`src/rtl/rvm_exec_ctrl_pkg.sv`:
```
// Shared codes for the rvm execute sequencer: functional-unit selects,
// PC control encodings and the controller state type.
package rvm_exec_ctrl_pkg;

  localparam logic [1:0] FU_ADD = 2'b00;
  localparam logic [1:0] FU_BIT = 2'b01;
  localparam logic [1:0] FU_SHF = 2'b10;
  localparam logic [1:0] FU_RSV = 2'b11;

  localparam logic [1:0] PC_HOLD = 2'b00;
  localparam logic [1:0] PC_INC  = 2'b01;
  localparam logic [1:0] PC_LOAD = 2'b10;

  typedef enum logic [2:0] {
    ST_IDLE = 3'd0,
    ST_READ = 3'd1,
    ST_OPND = 3'd2,
    ST_EXEC = 3'd3,
    ST_WB   = 3'd4,
    ST_ERR  = 3'd5
  } exec_state_t;

endpackage

```
`src/rtl/rvm_exec_ctrl.sv`:
```
// Multi-cycle execute sequencer: read operands, dispatch to one functional
// unit, wait for its valid (bounded by TIMEOUT), write back and bump the PC.
module rvm_exec_ctrl
  import rvm_exec_ctrl_pkg::*;
#(
  parameter int TIMEOUT = 16
) (
  input  logic              clk,
  input  logic              reset,
  input  logic              instr_valid,
  output logic              instr_ready,
  input  logic [1:0]        instr_fu,
  input  logic [1:0]        instr_op,
  input  logic [4:0]        instr_rs1,
  input  logic [4:0]        instr_rs2,
  input  logic [4:0]        instr_rd,
  input  logic [31:0]       instr_imm,
  input  logic              instr_use_imm,
  output logic              s_rs1_en,
  output logic              s_rs2_en,
  output logic [4:0]        s_rs1_addr,
  output logic [4:0]        s_rs2_addr,
  input  logic [31:0]       s_rs1_rdata,
  input  logic [31:0]       s_rs2_rdata,
  output logic [31:0]       fu_lhs,
  output logic [31:0]       fu_rhs,
  output logic [1:0]        f_add_op,
  output logic [1:0]        f_bit_op,
  output logic [1:0]        f_shf_op,
  input  logic              f_add_valid,
  input  logic              f_bit_valid,
  input  logic              f_shf_valid,
  input  logic [32:0]       f_add_result,
  input  logic [31:0]       f_bit_result,
  input  logic [31:0]       f_shf_result,
  output logic              d_rd_wen,
  output logic [4:0]        d_rd_addr,
  output logic [31:0]       d_rd_wdata,
  output logic [1:0]        d_pc_w_en,
  output logic [31:0]       d_pc_wdata,
  output logic              retired,
  output logic              busy,
  output logic              err,
  output exec_state_t       dbg_state
);

  // Handshake: an instruction transfers on a rising edge where instr_valid
  // and instr_ready are both high; instr_ready depends only on the state.

  exec_state_t state;
  logic [1:0]  fu_q, op_q;
  logic [4:0]  rs1_q, rs2_q, rd_q;
  logic [31:0] imm_q, lhs_q, rhs_q, wdata_q;
  logic        use_imm_q;
  logic [7:0]  cnt_q;

  logic        sel_valid;
  logic [31:0] sel_result;
  logic        add_carry_unused;

  assign add_carry_unused = f_add_result[32];

  always_comb begin
    sel_valid  = 1'b0;
    sel_result = 32'd0;
    case (fu_q)
      FU_ADD: begin sel_valid = f_add_valid; sel_result = f_add_result[31:0]; end
      FU_BIT: begin sel_valid = f_bit_valid; sel_result = f_bit_result;       end
      FU_SHF: begin sel_valid = f_shf_valid; sel_result = f_shf_result;       end
      default: begin sel_valid = 1'b0; sel_result = 32'd0; end
    endcase
  end

  always_ff @(posedge clk or posedge reset) begin
    if (reset) begin
      state     <= ST_IDLE;
      fu_q      <= 2'b00;
      op_q      <= 2'b00;
      rs1_q     <= 5'd0;
      rs2_q     <= 5'd0;
      rd_q      <= 5'd0;
      imm_q     <= 32'd0;
      use_imm_q <= 1'b0;
      lhs_q     <= 32'd0;
      rhs_q     <= 32'd0;
      wdata_q   <= 32'd0;
      cnt_q     <= 8'd0;
    end else begin
      case (state)
        ST_IDLE: if (instr_valid) begin
          fu_q      <= instr_fu;
          op_q      <= instr_op;
          rs1_q     <= instr_rs1;
          rs2_q     <= instr_rs2;
          rd_q      <= instr_rd;
          imm_q     <= instr_imm;
          use_imm_q <= instr_use_imm;
          state     <= (instr_fu == FU_RSV) ? ST_ERR : ST_READ;
        end
        ST_READ: state <= ST_OPND;
        ST_OPND: begin
          lhs_q <= s_rs1_rdata;
          rhs_q <= use_imm_q ? imm_q : s_rs2_rdata;
          cnt_q <= 8'd0;
          state <= ST_EXEC;
        end
        ST_EXEC: begin
          cnt_q <= cnt_q + 8'd1;
          // A valid arriving on the last allowed cycle still completes.
          if (sel_valid) begin
            wdata_q <= sel_result;
            state   <= ST_WB;
          end else if (cnt_q == 8'(TIMEOUT - 1)) begin
            state <= ST_ERR;
          end
        end
        ST_WB:   state <= ST_IDLE;
        ST_ERR:  state <= ST_ERR;
        default: state <= ST_IDLE;
      endcase
    end
  end

  assign instr_ready = (state == ST_IDLE);
  assign busy        = (state != ST_IDLE);
  assign err         = (state == ST_ERR);
  assign s_rs1_en    = (state == ST_READ);
  assign s_rs2_en    = (state == ST_READ) && !use_imm_q;
  assign s_rs1_addr  = rs1_q;
  assign s_rs2_addr  = rs2_q;
  assign fu_lhs      = lhs_q;
  assign fu_rhs      = rhs_q;
  assign f_add_op    = (state == ST_EXEC && fu_q == FU_ADD) ? op_q : 2'b00;
  assign f_bit_op    = (state == ST_EXEC && fu_q == FU_BIT) ? op_q : 2'b00;
  assign f_shf_op    = (state == ST_EXEC && fu_q == FU_SHF) ? op_q : 2'b00;
  assign d_rd_wen    = (state == ST_WB) && (rd_q != 5'd0);
  assign d_rd_addr   = rd_q;
  assign d_rd_wdata  = wdata_q;
  assign d_pc_w_en   = (state == ST_WB) ? PC_INC : PC_HOLD;
  assign d_pc_wdata  = 32'd0;
  assign retired     = (state == ST_WB);
  assign dbg_state   = state;

endmodule

```
`config.mk`:
```
export PLATFORM = sky130hd
export DESIGN_NAME = rvm_exec_ctrl
export DESIGN_NICKNAME = d
export VERILOG_FILES = /design/src/rtl/rvm_exec_ctrl_pkg.sv /design/src/rtl/rvm_exec_ctrl.sv
export SDC_FILE = /design/constraint.sdc
export NUM_CORES = 1
export LEC_CHECK = 0
export CAP_MARGIN = 25
export CORE_MARGIN = 5
export CORE_UTILIZATION = 41
export DETAILED_ROUTE_END_ITERATION = 6
export PLACE_DENSITY = 0.83
export SLEW_MARGIN = 30
export SYNTH_ARGS = -nofsm -noshare
export SYNTH_HDL_FRONTEND = slang
export SYNTH_SLANG_ARGS = --single-unit
```
`constraint.sdc`:
```
create_clock -name clk -period 6.81 [get_ports clk]
set_input_delay 1.7025 -clock clk [delete_from_list [all_inputs] [get_ports clk]]
set_output_delay 1.7025 -clock clk [all_outputs]
set_load 0.05 [all_outputs]
```
* Word level (Yosys, flattened, before mapping)
Cells that the tools add are included.
** Cells by class
- Reduce and logical (&&, ||, !) cells :: 14
- Multiplexer cells :: 13
- Equal/unequal tests :: 11
- Add/subtract/negate cells :: 1
** Operator list (number)
- $pmux W32 S3 :: 1
- $mux W32 :: 1
- $pmux W8 S2 :: 1
- $pmux W3 S5 :: 1
- $mux W3 :: 4
- $add A8 B1 Y8 const B :: 1
- $eq A8 B4 Y1 const B :: 1
- $eq A3 B2 Y1 const B :: 2
- $eq A3 B3 Y1 const B :: 2
- $mux W2 :: 3
- $reduce_and A2 Y1 :: 3
- $logic_and A1 B1 Y1 :: 5
- $reduce_bool A5 Y1 :: 1
- $eq A2 B2 Y1 const B :: 2
- $eq A3 B1 Y1 const B :: 1
- $logic_not A3 Y1 :: 1
- $ne A3 B3 Y1 const B :: 1
- $pmux W1 S3 :: 1
- $reduce_bool A3 Y1 :: 1
- $eq A2 B1 Y1 const B :: 1
- $logic_not A2 Y1 :: 1
- $ne A2 B2 Y1 const B :: 1
- $reduce_bool A2 Y1 :: 1
- $logic_not A1 Y1 :: 1
- $mux W1 :: 1
** Word-level totals
- Word-level logic and storage cells :: 51
- Input bits :: 219
- Output and inout bits :: 161
- Flip-flop bits (word level) :: 159

* Logic depth before layout (Yosys ltp)
Gate-level depths: netlist of run 1.
- Depth after elaboration :: 4
- Mapped depth :: 7
- Gate-level depth less buffers :: 5

* Worst setup path after synthesis of run 1
Ideal clock, no wire load.
- Path kind :: reg2out
- Start point :: register state[1] (netlist: dbg_state[1])
- End point :: output f_add_op[0]
- Path slack :: 2.266 ns
- Buffers on the path :: 1
- Data required time :: 5.108 ns
- Arrival time :: 2.841 ns
- Stages on the path, launching flop included :: 5
- Path through :: dfrtp_1 -> buf_6 -> and2b_1 -> nand2_1 -> nor4b_1
** On the way
- Longest elaborated chain between the ends :: 3
** RTL lines
- start, declared :: line rvm_exec_ctrl.sv:50 : exec_state_t state;
- start signal, assigned :: line rvm_exec_ctrl.sv:98 : state <= (instr_fu == FU_RSV) ? ST_ERR : ST_READ;
- $eq A3 B2 Y1 :: line rvm_exec_ctrl.sv:133 : assign f_add_op = (state == ST_EXEC && fu_q == FU_ADD) ? op_q : 2'b00;
- $logic_and A1 B1 Y1 :: line rvm_exec_ctrl.sv:133
- $mux W2 :: line rvm_exec_ctrl.sv:133
- end, declared :: line rvm_exec_ctrl.sv:27 : output logic [1:0] f_add_op,
No other way between the ends.

* Worst setup path in the final report of run 1
- Start point :: register state[1] (netlist: dbg_state[1])
- End point :: output f_add_op[1]
Same word-level chain as after synthesis.

==> metrics.md, run 1 <==
| Metric | Value |
|---|---|
| Status | complete, no violations |
| Setup Skew | about 7.5 ps |
| Initial DRC Count | roughly 170 |
| Final wirelength | between 20 and 25 mm |
| Worst skew pair latency | roughly 420 ps |
| Final setup violating endpoints | 0 |
| Max-cap viol count | 0 |
| Die Area | between 20000 and 25000 sq um |
| CTS Root Cell | clkbuf_16 |
| Via Count | approximately 5800 |
| Initial core utilization | 0.412 |
| Crit-path slowest cell | clkdlybuf4s50_1 |
| Setup TNS | 0 ps |
| Synth Register Bits | between 150 and 200 |
| Multi-input gate area | ~3300 sq um |
| Critical path endpoint category | output pin |
| Gr ovfl total | 0 |
| Sink Count | 159 |
| Number of port buffers | about 350 |
| Total track usage | 0.204 |
| Chip width | roughly 150 um |
| Fin crit period | about 4600 ps |
| DP Area | ~11000 sq um |
| Fmax | between 200 and 250 MHz |
| Clock-pin slew of the registers on the worst-case setup and hold paths | around 70 ps |
| Sequential share of the synthesized area | 0.519 |
| Routed wire per std cell | roughly 19 um |
| Initial antenna violation count | 1 |
| Post_cts resized | 0 |
| Crit share post-route | 0.680 |
| Setup bufs post-CTS | 0 |
| TritonCTS clock tree | yes |
| Slew @ Worst Pin | about 800 ps |
| Pwr Density | approximately 540 nW/um^2 |
| IO Count | 380 |
| Hold Fails Final Rpt | 0 |
| Area Growth Syn to Fin | 52.0% |
| CP max stage delay | 920 ps |
| Crit path required time | between 5000 and 6000 ps |
| FF/Latch Area | roughly 4000 sq um |
| CTS Buffer Depth | 2 |
| Critical-path maximum fanout | 11 |
| Critical path class | register to output pin |
| Post-synthesis instance total | 616 |
| Hold slack | 498 ps |
| Setup ws final | ~2200 ps |
| Die H | 147 um |
| Crit path DAT | 2930 ps |
| Row cnt | 50 |
| Largest net degree at the start of global routing | 84 |
| Worst vdd ir | approximately 0.33 mV |
| Hold WC Path Type | register to register |
| CP startpoint kind | register |
| Num CTS Buffers | 17 |
| Final Util | 0.627 |
| Gpl congestion | just under 0.8 |
| Remaining DRCs | 0 |
| CP cell instances | and2b_1 > nand2_1 > nor4b_1 > clkdlybuf4s50_1 |
| Layout cells sized above 1 | 0.169 |
| Number of global-route vias before repair | approximately 6300 |
| Core ar. | approximately 19000 sq um |
| Via-to-Cell Ratio | 4.89 |
| Final slew viol count | 0 |
| Sum of buffers and inverters on the critical path | 1 |
| Drt pass-1 iters | 4 |
| Library cells used by synthesis | 37 |
| Finished Cell Area | between 10000 and 15000 sq um |
| Leakage | approximately 0.0050 uW |
| Place WS | approximately 2600 ps |
| Final ANT Viol Nets | 0 |
| # fillers | between 1000 and 1500 |
| Slew margin rel. | 0.466 |
| Largest delay share family, worst path | simple AND/OR/NAND/NOR gates |
| RSZ-0062 raised after global routing | false |
| Post-DP HPWL | 16.7 mm |
| Global-route wire length before repair | around 35 mm |
| Synth Warn # | 0 |
| Mean area per synthesized cell | between 10 and 15 sq um |
| H-tree lvl count | 4 |
| Hold_buf cts | 0 |
| Mapped Area | roughly 7700 sq um |
| Final nets | between 1000 and 1500 |
## report_power, final
group	switching [uW]	total (uW)	internal, uW
combinational	2120	3560	1440
clock	427	914	488
sequential	346	1760	1410
## Yosys cell counts
cell	number	area share
buf_4	38	0.037
and2b_1	1	0.00098
nand3b_1	1	0.00098
nor4_1	1	0.00082
ha_1	1	0.0016
clkbuf_1	12	0.0059
nor2_1	38	0.019
and2_4	1	0.0011
or3_4	1	0.0015
and3_1	2	0.0016
a21o_1	1	0.00098
buf_12	6	0.016
a22o_1	2	0.0023
nand2b_1	1	0.00082
buf_2	16	0.010
buf_6	1	0.0015
nor2_2	1	0.00082
or4_1	2	0.0020
a31oi_1	1	0.00082
o21ai_0	41	0.027
inv_2	1	0.00049
nor3_1	7	0.0046
o21a_1	3	0.0029
a41oi_1	1	0.0011
mux2_2	65	0.096
dfrtp_1	159	0.52
mux2_4	50	0.098
a21oi_1	34	0.022
mux2i_1	69	0.090
inv_1	3	0.0015
nor3b_1	2	0.0020
nand3_1	4	0.0026
nor2b_1	2	0.0016
nand2_1	44	0.022
mux2_1	1	0.0015
nor4b_1	2	0.0023
conb_1	1	0.00049
## layout by cell type, fill, tap and decap left out, drive strengths merged
cell / synthesis / layout
clkdlybuf4s50: 0 / 345
dfrtp: 159 / 159
mux2: 116 / 116
mux2i: 69 / 69
nand2: 44 / 44
o21ai: 41 / 41
nor2: 39 / 39
a21oi: 34 / 34
conb: 1 / 33
clkbuf: 12 / 18
inv: 4 / 13
nor3: 7 / 7
buf: 61 / 7
nand3: 4 / 4
o21a: 3 / 3
clkinv: 0 / 3
nor3b: 2 / 2
and3: 2 / 2
nor4b: 2 / 2
or4: 2 / 2
a22o: 2 / 2
clkinvlp: 0 / 2
nor2b: 2 / 2
diode: 0 / 1
and2b: 1 / 1
nand3b: 1 / 1
nand2b: 1 / 1
or3: 1 / 1
and2: 1 / 1
nor4: 1 / 1
a41oi: 1 / 1
a31oi: 1 / 1
a21o: 1 / 1
ha: 1 / 1
## sequential cells by signal, summed over array words and instances (netlist names)
| register | flops |
|---|---|
| d_rd_wdata | 32 |
| fu_lhs | 32 |
| fu_rhs | 32 |
| imm_q | 32 |
| cnt_q | 8 |
| d_rd_addr | 5 |
| s_rs1_addr | 5 |
| s_rs2_addr | 5 |
| dbg_state | 3 |
| fu_q | 2 |
| op_q | 2 |
| use_imm_q | 1 |
## layer usage
layer | share of wire | vias to the layer above | GRT usage
li1 | - | 2743 | -
met1 | 0.37 | 2806 | 0.226
met2 | 0.50 | 259 | 0.351
met3 | 0.096 | 33 | 0.0857
met4 | 0.029 | 0 | 0.0743
met5 | 0 | - | 0
## logic make-up (layout without fill, tap and decap cells)
kind of cell | after synthesis | in the layout | share of synthesized area
fa+ha+maj | 1 | 1 | 0.00163
simple gates | 110 | 110 | 0.0638
buf+inv | 77 | 388 | 0.0727
other cells | 1 | 34 | 0.000489
flops | 159 | 159 | 0.519
mux | 185 | 185 | 0.285
compound gates | 83 | 83 | 0.0571
## worst paths after layout
kind	from	end	slack, ps	depth (start not counted)
max	dbg_state[1]	f_add_op[1]	2180	4
min	d_rd_wdata[14]	d_rd_wdata[14]	500	1
max reg2reg	dbg_state[1]	fu_lhs[2]	4110	4
min reg2reg	d_rd_wdata[14]	d_rd_wdata[14]	500	1
max in group asynchronous	reset	d_rd_wdata[16]	3870	3
min in group asynchronous	reset	fu_lhs[10]	1800	2
## stage by stage
stage,power (uW),cells
after floorplan,4240,648
after global placement,5280,1160
after detailed placement,5360,1160
after CTS,6310,1192
after global routing,6580,1194
final,6240,1194
## area by class of cell
cell class	count	area share
sequential	159	0.342
timing repair buffer	352	0.302
multi-input combinational	412	0.280
clock buffer	18	0.0368
tap	234	0.0251
clock inverter	14	0.0120
inverter	4	0.00172
antenna	1	0.000215
No activity file was read; power rests on OpenSTA's default activity.
==> run 2, diff against run 1 <==
clock period = 4.4 ns   (was 6.81 ns; I/O delays follow)
==> run 2 against run 1 <==
  * Non-clock buffer count is 4 higher
  * Critical endpoint unchanged
  * Design area up 0.78%
  * Combinational power grew 54%
  * Sequential cell count unchanged
  * Worst setup slack got worse by 1700 ps
  * Clock skew is 0.89 ps higher
  * Clock power grew 65%
  * Critical path type unchanged
  * Critical path depth did not move
  * Via count increased by 0.46%
  * Utilization up 0.49 points
==> metrics.md, run 2 (synthesis gave the netlist of run 1 again) <==
| Metric | Value |
|---|---|
| Sum of buffers and inverters on the critical path | 1 (unchanged) |
| Initial DRC Count | 117 (-32%) |
| Final ANT Viol Nets | 0 (unchanged) |
| Most frequent cells in the layout | clkdlybuf4s50_1, dfrtp_1, mux2i_1, mux2_2, mux2_4 |
| Initial core utilization | 0.412 (unchanged) |
| CTS Root Cell | clkbuf_16 |
| Fin crit period | 3870 ps |
| TritonCTS clock tree | yes |
| RSZ-0062 raised after global routing | false |
| Final slew viol count | 0 (unchanged) |
| Die Area | 21500 sq um (unchanged) |
| Area Growth Syn to Fin | 53.2% |
| Via Count | 5868 (+0.46%) |
| Gr ovfl total | 0 (unchanged) |
| Row cnt | 50 (unchanged) |
| Leakage | 0.00501 uW (+0.91%) |
| Setup Skew | 8.39 ps (+0.889 ps) |
| Slew margin rel. | 0.487 (+0.0214) |
| Sink Count | 159 (unchanged) |
| Final std cells w/o fill | 1197 (+0.25%) |
| Number of global-route vias before repair | 6315 (-0.21%) |
| Global-route wire length before repair | 34.6 mm (-0.44%) |
| Total Power | 9760 uW (+56%) |
| Gpl congestion | 0.788 (+2.2%) |
| Via-to-Cell Ratio | 4.90 (+0.21%) |
| Crit-path slowest cell | clkdlybuf4s50_1 |
| Reg2reg path depth | 6 (+2) |
| Hold_buf cts | 0 (unchanged) |
| IO Count | 380 (unchanged) |
| Place WS | 940 ps (-1660 ps) |
| Most common cell after layout, fill and taps aside | clkdlybuf4s50_1 |
| Worst vdd ir | 0.510 mV (+55%) |
| Setup TNS | 0 ps (unchanged) |
| Hold WC Path Type | register to register |
| Clock-pin slew of the registers on the worst-case setup and hold paths | 60 ps (about the same) |
| Setup ws final | 528 ps (-1650 ps) |
| CP startpoint kind | register |
| Post_cts resized | 0 (unchanged) |
| Largest delay share family, worst path | buffers and inverters |
| R2R Path End | d_rd_wdata[20] |
| Critical-path maximum fanout | 11 (unchanged) |
| Die H | 147 um (unchanged) |
| Final setup violating endpoints | 0 (unchanged) |
| Max-cap viol count | 0 (unchanged) |
| Crit path required time | 3300 ps (-1810 ps) |
| Pwr Density | 831 nW/um^2 (+55%) |
| Final wirelength | 22.5 mm (+1.6%) |
| Num CTS Buffers | 17 (unchanged) |
| CTS Buffer Depth | 2 (unchanged) |
| Initial antenna violation count | 1 (unchanged) |
| Core ar. | 18600 sq um (unchanged) |
| Post-DP HPWL | 17.0 mm (+1.5%) |
| Critical path endpoint category | output pin |
| Drt pass-1 iters | 4 (unchanged) |
| Top Metal Used | met4 |
| H-tree lvl count | 4 (unchanged) |
| R2R Setup Slk | 1910 ps (-2200 ps) |
| Hold Path Depth | 1 (unchanged) |
| Setup bufs post-CTS | 0 (unchanged) |
| Routed wire per std cell | 18.8 um (+1.4%) |
| Largest net degree at the start of global routing | 76 (-9.5%) |
| Worst reg2reg path startpoint | fu_q[1] |
| Met3 wire length | 2.44 mm (+15%) |
| Status | complete, no violations |
| Crit share post-route | 0.880 |
| Routed metal-1 wirelength | 8.37 mm (+1.6%) |
| Hold Crit Start | d_rd_wdata[14] |
| Slew @ Worst Pin | 769 ps (-32.1 ps) |
| Hold slack | 488 ps (-10.5 ps) |
| CP max stage delay | 960 ps (+40 ps) |
| CP cell instances | and2b_1 > nand2_1 > nor4b_1 > clkdlybuf4s50_1 |
| Layout cells sized above 1 | 0.172 (+0.00259) |
| Placed instance count | 1164 (+0.34%) |
| Worst skew pair latency | 430 ps (about the same) |
| Fmax | 258 MHz |
| Hold Fails Final Rpt | 0 (unchanged) |
| Critical path class | register to output pin |
| Chip width | 147 um (unchanged) |
| DR WL met2 | 11.2 mm (+0.76%) |
| Total track usage | 0.205 (+0.00133) |
| Crit path DAT | 2770 ps (-160 ps) |
| Final nets | 1170 (+0.34%) |
| Remaining DRCs | 0 (unchanged) |
| Number of port buffers | 345 (unchanged) |
| Hold Path End | d_rd_wdata[14] |
run 2: cell count changes in the layout (fill, tap and decap cells not counted), sizes merged:
cell,before,now
buf,7,11
bufinv,0,2
clkbuf,18,19
inv,13,9
run 2: per-stage QoR:
stage | cell area, sq um | utilization
floorplan | 7790 | -
global placement | 11100 | 0.598
detailed placement | 11100 | 0.598
CTS | 11700 | 0.630
global route | 11700 | 0.632
finish | 11700 | 0.632
run 2: report_power, final:
| part | internal (uW) | switching, uW |
|---|---|---|
| clock | 866 | 648 |
| combinational | 2240 | 3250 |
| sequential | 2190 | 564 |
run 2: how the worst max path moves through the flow:
stage | start | end | slack (ps) | depth (start not counted)
final | dbg_state[1] | f_add_op[1] | 530 | 4
after detailed placement | dbg_state[1] | f_add_op[1] | 940 | 4
after floorplan | dbg_state[1] | f_add_op[0] | 460 | 4
after global placement | dbg_state[1] | f_add_op[1] | 980 | 4
after global routing | dbg_state[0] | f_add_op[1] | 310 | 3
after CTS | dbg_state[1] | f_add_op[1] | 470 | 4
run 2: metal layers:
layer	global-route usage	vias up
met5	0	-
met4	0.0743	0
met3	0.0950	35
met2	0.351	258
met1	0.224	2823
li1	-	2752
run 2: cell type report:
class	count	area, sq um
multi-input cells	412	3270
inverters	4	18.8
flip-flops and latches	159	3980
well taps	234	293
diodes	1	2.50
fillers	1452	6840
repair buffers	356	3580
clock inverters	12	151
clock buffers	19	443
==> run 3, diff against run 2 <==
CORE_UTILIZATION = 25   (was 41)
PLACE_DENSITY = 0.56   (was 0.83)
TNS_END_PERCENT = 10   (was default)
==> run 3 against run 2 <==
  * Die area increased by 59%
  * Clock-buffer cell count increased by 3
  * Combinational power increased by 2%
  * Critical path type unchanged
  * Critical endpoint unchanged
  * Maximum frequency increased by 1.1%
  * Register-to-register slack improved by 120 ps
  * Via count decreased by 2.1%
  * Sequential cell count unchanged
  * Wire length increased by 3.9%
  * Clock skew increased by 1.5 ps
  * Sequential share of layout area decreased by 0.56 points
  * Worst hold slack improved by 6.3 ps
  * Largest cell class unchanged
  * Design area increased by 1.6%
==> metrics.md, run 3 (synthesis gave the netlist of run 1 again) <==
| Metric | Value |
|---|---|
| RSZ-0062 raised after global routing | false |
| Most frequent cells in the layout | clkdlybuf4s50_1, dfrtp_1, mux2i_1, mux2_2, mux2_4 |
| Initial core utilization | 0.252 (-0.161) |
| Crit share post-route | 0.870 (-0.00966) |
| Hold slack | 494 ps (+6.34 ps) |
| Post_cts resized | 0 (unchanged) |
| Sink Count | 159 (unchanged) |
| Slew @ Worst Pin | 852 ps (+82.4 ps) |
| Fin crit period | 3830 ps (-42.5 ps) |
| TritonCTS clock tree | yes |
| Clock-pin slew of the registers on the worst-case setup and hold paths | 70 ps (about the same) |
| # fillers | 2974 (+100%) |
| Hold Crit Start | d_rd_wdata[14] |
| Hold Path End | d_rd_wdata[14] |
| Pwr Density | 819 nW/um^2 (-1.5%) |
| Total track usage | 0.132 (-0.0734) |
| Initial DRC Count | 202 (+73%) |
| Die H | 185 um (+26%) |
| Most common cell after layout, fill and taps aside | clkdlybuf4s50_1 |
| Worst skew pair latency | 420 ps (about the same) |
| Number of global-route vias before repair | 6145 (-2.7%) |
| R2R Setup Slk | 2030 ps (+120 ps) |
| Layout cells sized above 1 | 0.169 (-0.00208) |
| Final slew viol count | 0 (unchanged) |
| Reg2reg path depth | 6 (unchanged) |
| Gr ovfl total | 0 (unchanged) |
| Status | complete, no violations |
| Setup Skew | 9.91 ps (+1.52 ps) |
| Num CTS Buffers | 17 (unchanged) |
| Leakage | 0.00499 uW (-0.27%) |
| Hold Path Depth | 1 (unchanged) |
| R2R Path End | d_rd_wdata[2] |
| Final ANT Viol Nets | 0 (unchanged) |
| Remaining DRCs | 0 (unchanged) |
| Final nets | 1169 (-0.085%) |
| Final setup violating endpoints | 0 (unchanged) |
| Largest net degree at the start of global routing | 97 (+28%) |
| Critical path class | register to output pin |
| Placed instance count | 1326 (+14%) |
| Routed wire per std cell | 17.2 um (-8.4%) |
| Crit path required time | 3300 ps (about the same) |
| H-tree lvl count | 4 (unchanged) |
| Die Area | 34300 sq um (+59%) |
| Chip width | 185 um (+26%) |
| CTS Root Cell | clkbuf_16 |
| Core ar. | 30400 sq um (+64%) |
| Hold WC Path Type | register to register |
| IO Count | 380 (unchanged) |
| Gpl congestion | 0.742 (-5.8%) |
| Final std cells w/o fill | 1358 (+13%) |
| Worst vdd ir | 0.465 mV (-8.8%) |
| Worst reg2reg path startpoint | fu_q[1] |
| Global-route wire length before repair | 35.1 mm (+1.6%) |
| Initial antenna violation count | 1 (unchanged) |
| Finished Cell Area | 11900 sq um (+1.6%) |
| Area Growth Syn to Fin | 55.7% |
| ANT cells | 0 (-1) |
| CTS Buffer Depth | 2 (unchanged) |
| Crit path DAT | 2730 ps (-40 ps) |
| Via Count | 5743 (-2.1%) |
| Hold_buf cts | 0 (unchanged) |
| Setup TNS | 0 ps (unchanged) |
| Fmax | 261 MHz (+1.1%) |
| Final wirelength | 23.4 mm (+3.9%) |
| Post-DP HPWL | 17.3 mm (+2.1%) |
| CP startpoint kind | register |
| Via-to-Cell Ratio | 4.23 (-14%) |
| Critical-path maximum fanout | 11 (unchanged) |
| Slew margin rel. | 0.431 (-0.0561) |
| Setup bufs post-CTS | 0 (unchanged) |
| DP Area | 11300 sq um (+1.9%) |
| Critical path endpoint category | output pin |
| Number of port buffers | 345 (unchanged) |
| Max-cap viol count | 0 (unchanged) |
| Row cnt | 64 (+28%) |
| Hold Fails Final Rpt | 0 (unchanged) |
| Drt pass-1 iters | 5 (+1) |
run 3: through the flow:
stage           util  power (uW)  worst slack (ps)
3_3_place_gp   0.372        8290              1080
6_report       0.392        9770               571
2_1_floorplan      -        6570               459
3_5_place_dp   0.372        8330              1000
5_1_grt        0.392       10300               453
4_1_cts        0.392        9920               530
run 3: per-layer routing:
metal / part of all wire / vias up / GRT usage
li1: - / 2739 / -
met1: 0.41 / 2722 / 0.158
met2: 0.45 / 273 / 0.210
met3: 0.13 / 7 / 0.0725
met4: 0.0070 / 2 / 0.0291
met5: 0.00056 / - / 0
run 3: final cells by class:
cell class,count,area [sq um],area share
Clock buffer,22,474,0.0397
Inverter,4,18.8,0.00157
Tap cell,396,495,0.0415
Clock inverter,10,128,0.0107
Timing Repair Buffer,355,3580,0.300
Sequential cell,159,3980,0.334
Multi-Input combinational cell,412,3260,0.273
run 3: worst max path at each step:
stage / end / startpoint / slack, ps / cells past startpoint
6_report: f_add_op[1] / dbg_state[1] / 570 / 4
3_3_place_gp: f_add_op[1] / dbg_state[1] / 1080 / 4
3_5_place_dp: f_add_op[1] / dbg_state[1] / 1000 / 4
2_1_floorplan: f_add_op[0] / dbg_state[1] / 460 / 4
5_1_grt: f_add_op[1] / dbg_state[1] / 450 / 4
4_1_cts: f_add_op[1] / dbg_state[1] / 530 / 4
run 3: power by group:
| part | leakage [uW] | internal, uW | switching [uW] |
|---|---|---|---|
| Clock | 0.000288 | 891 | 639 |
| Sequential | 0.00188 | 2190 | 443 |
| Combinational | 0.00282 | 2250 | 3360 |
| Total | 0.00499 | 5330 | 4440 |
run 3: critical path, stage by stage, from the launching register on:
cell	delay (ps)
dfrtp_1	530
and2b_1	250
nand2_1	220
nor4b_1	420
clkdlybuf4s50_1	890
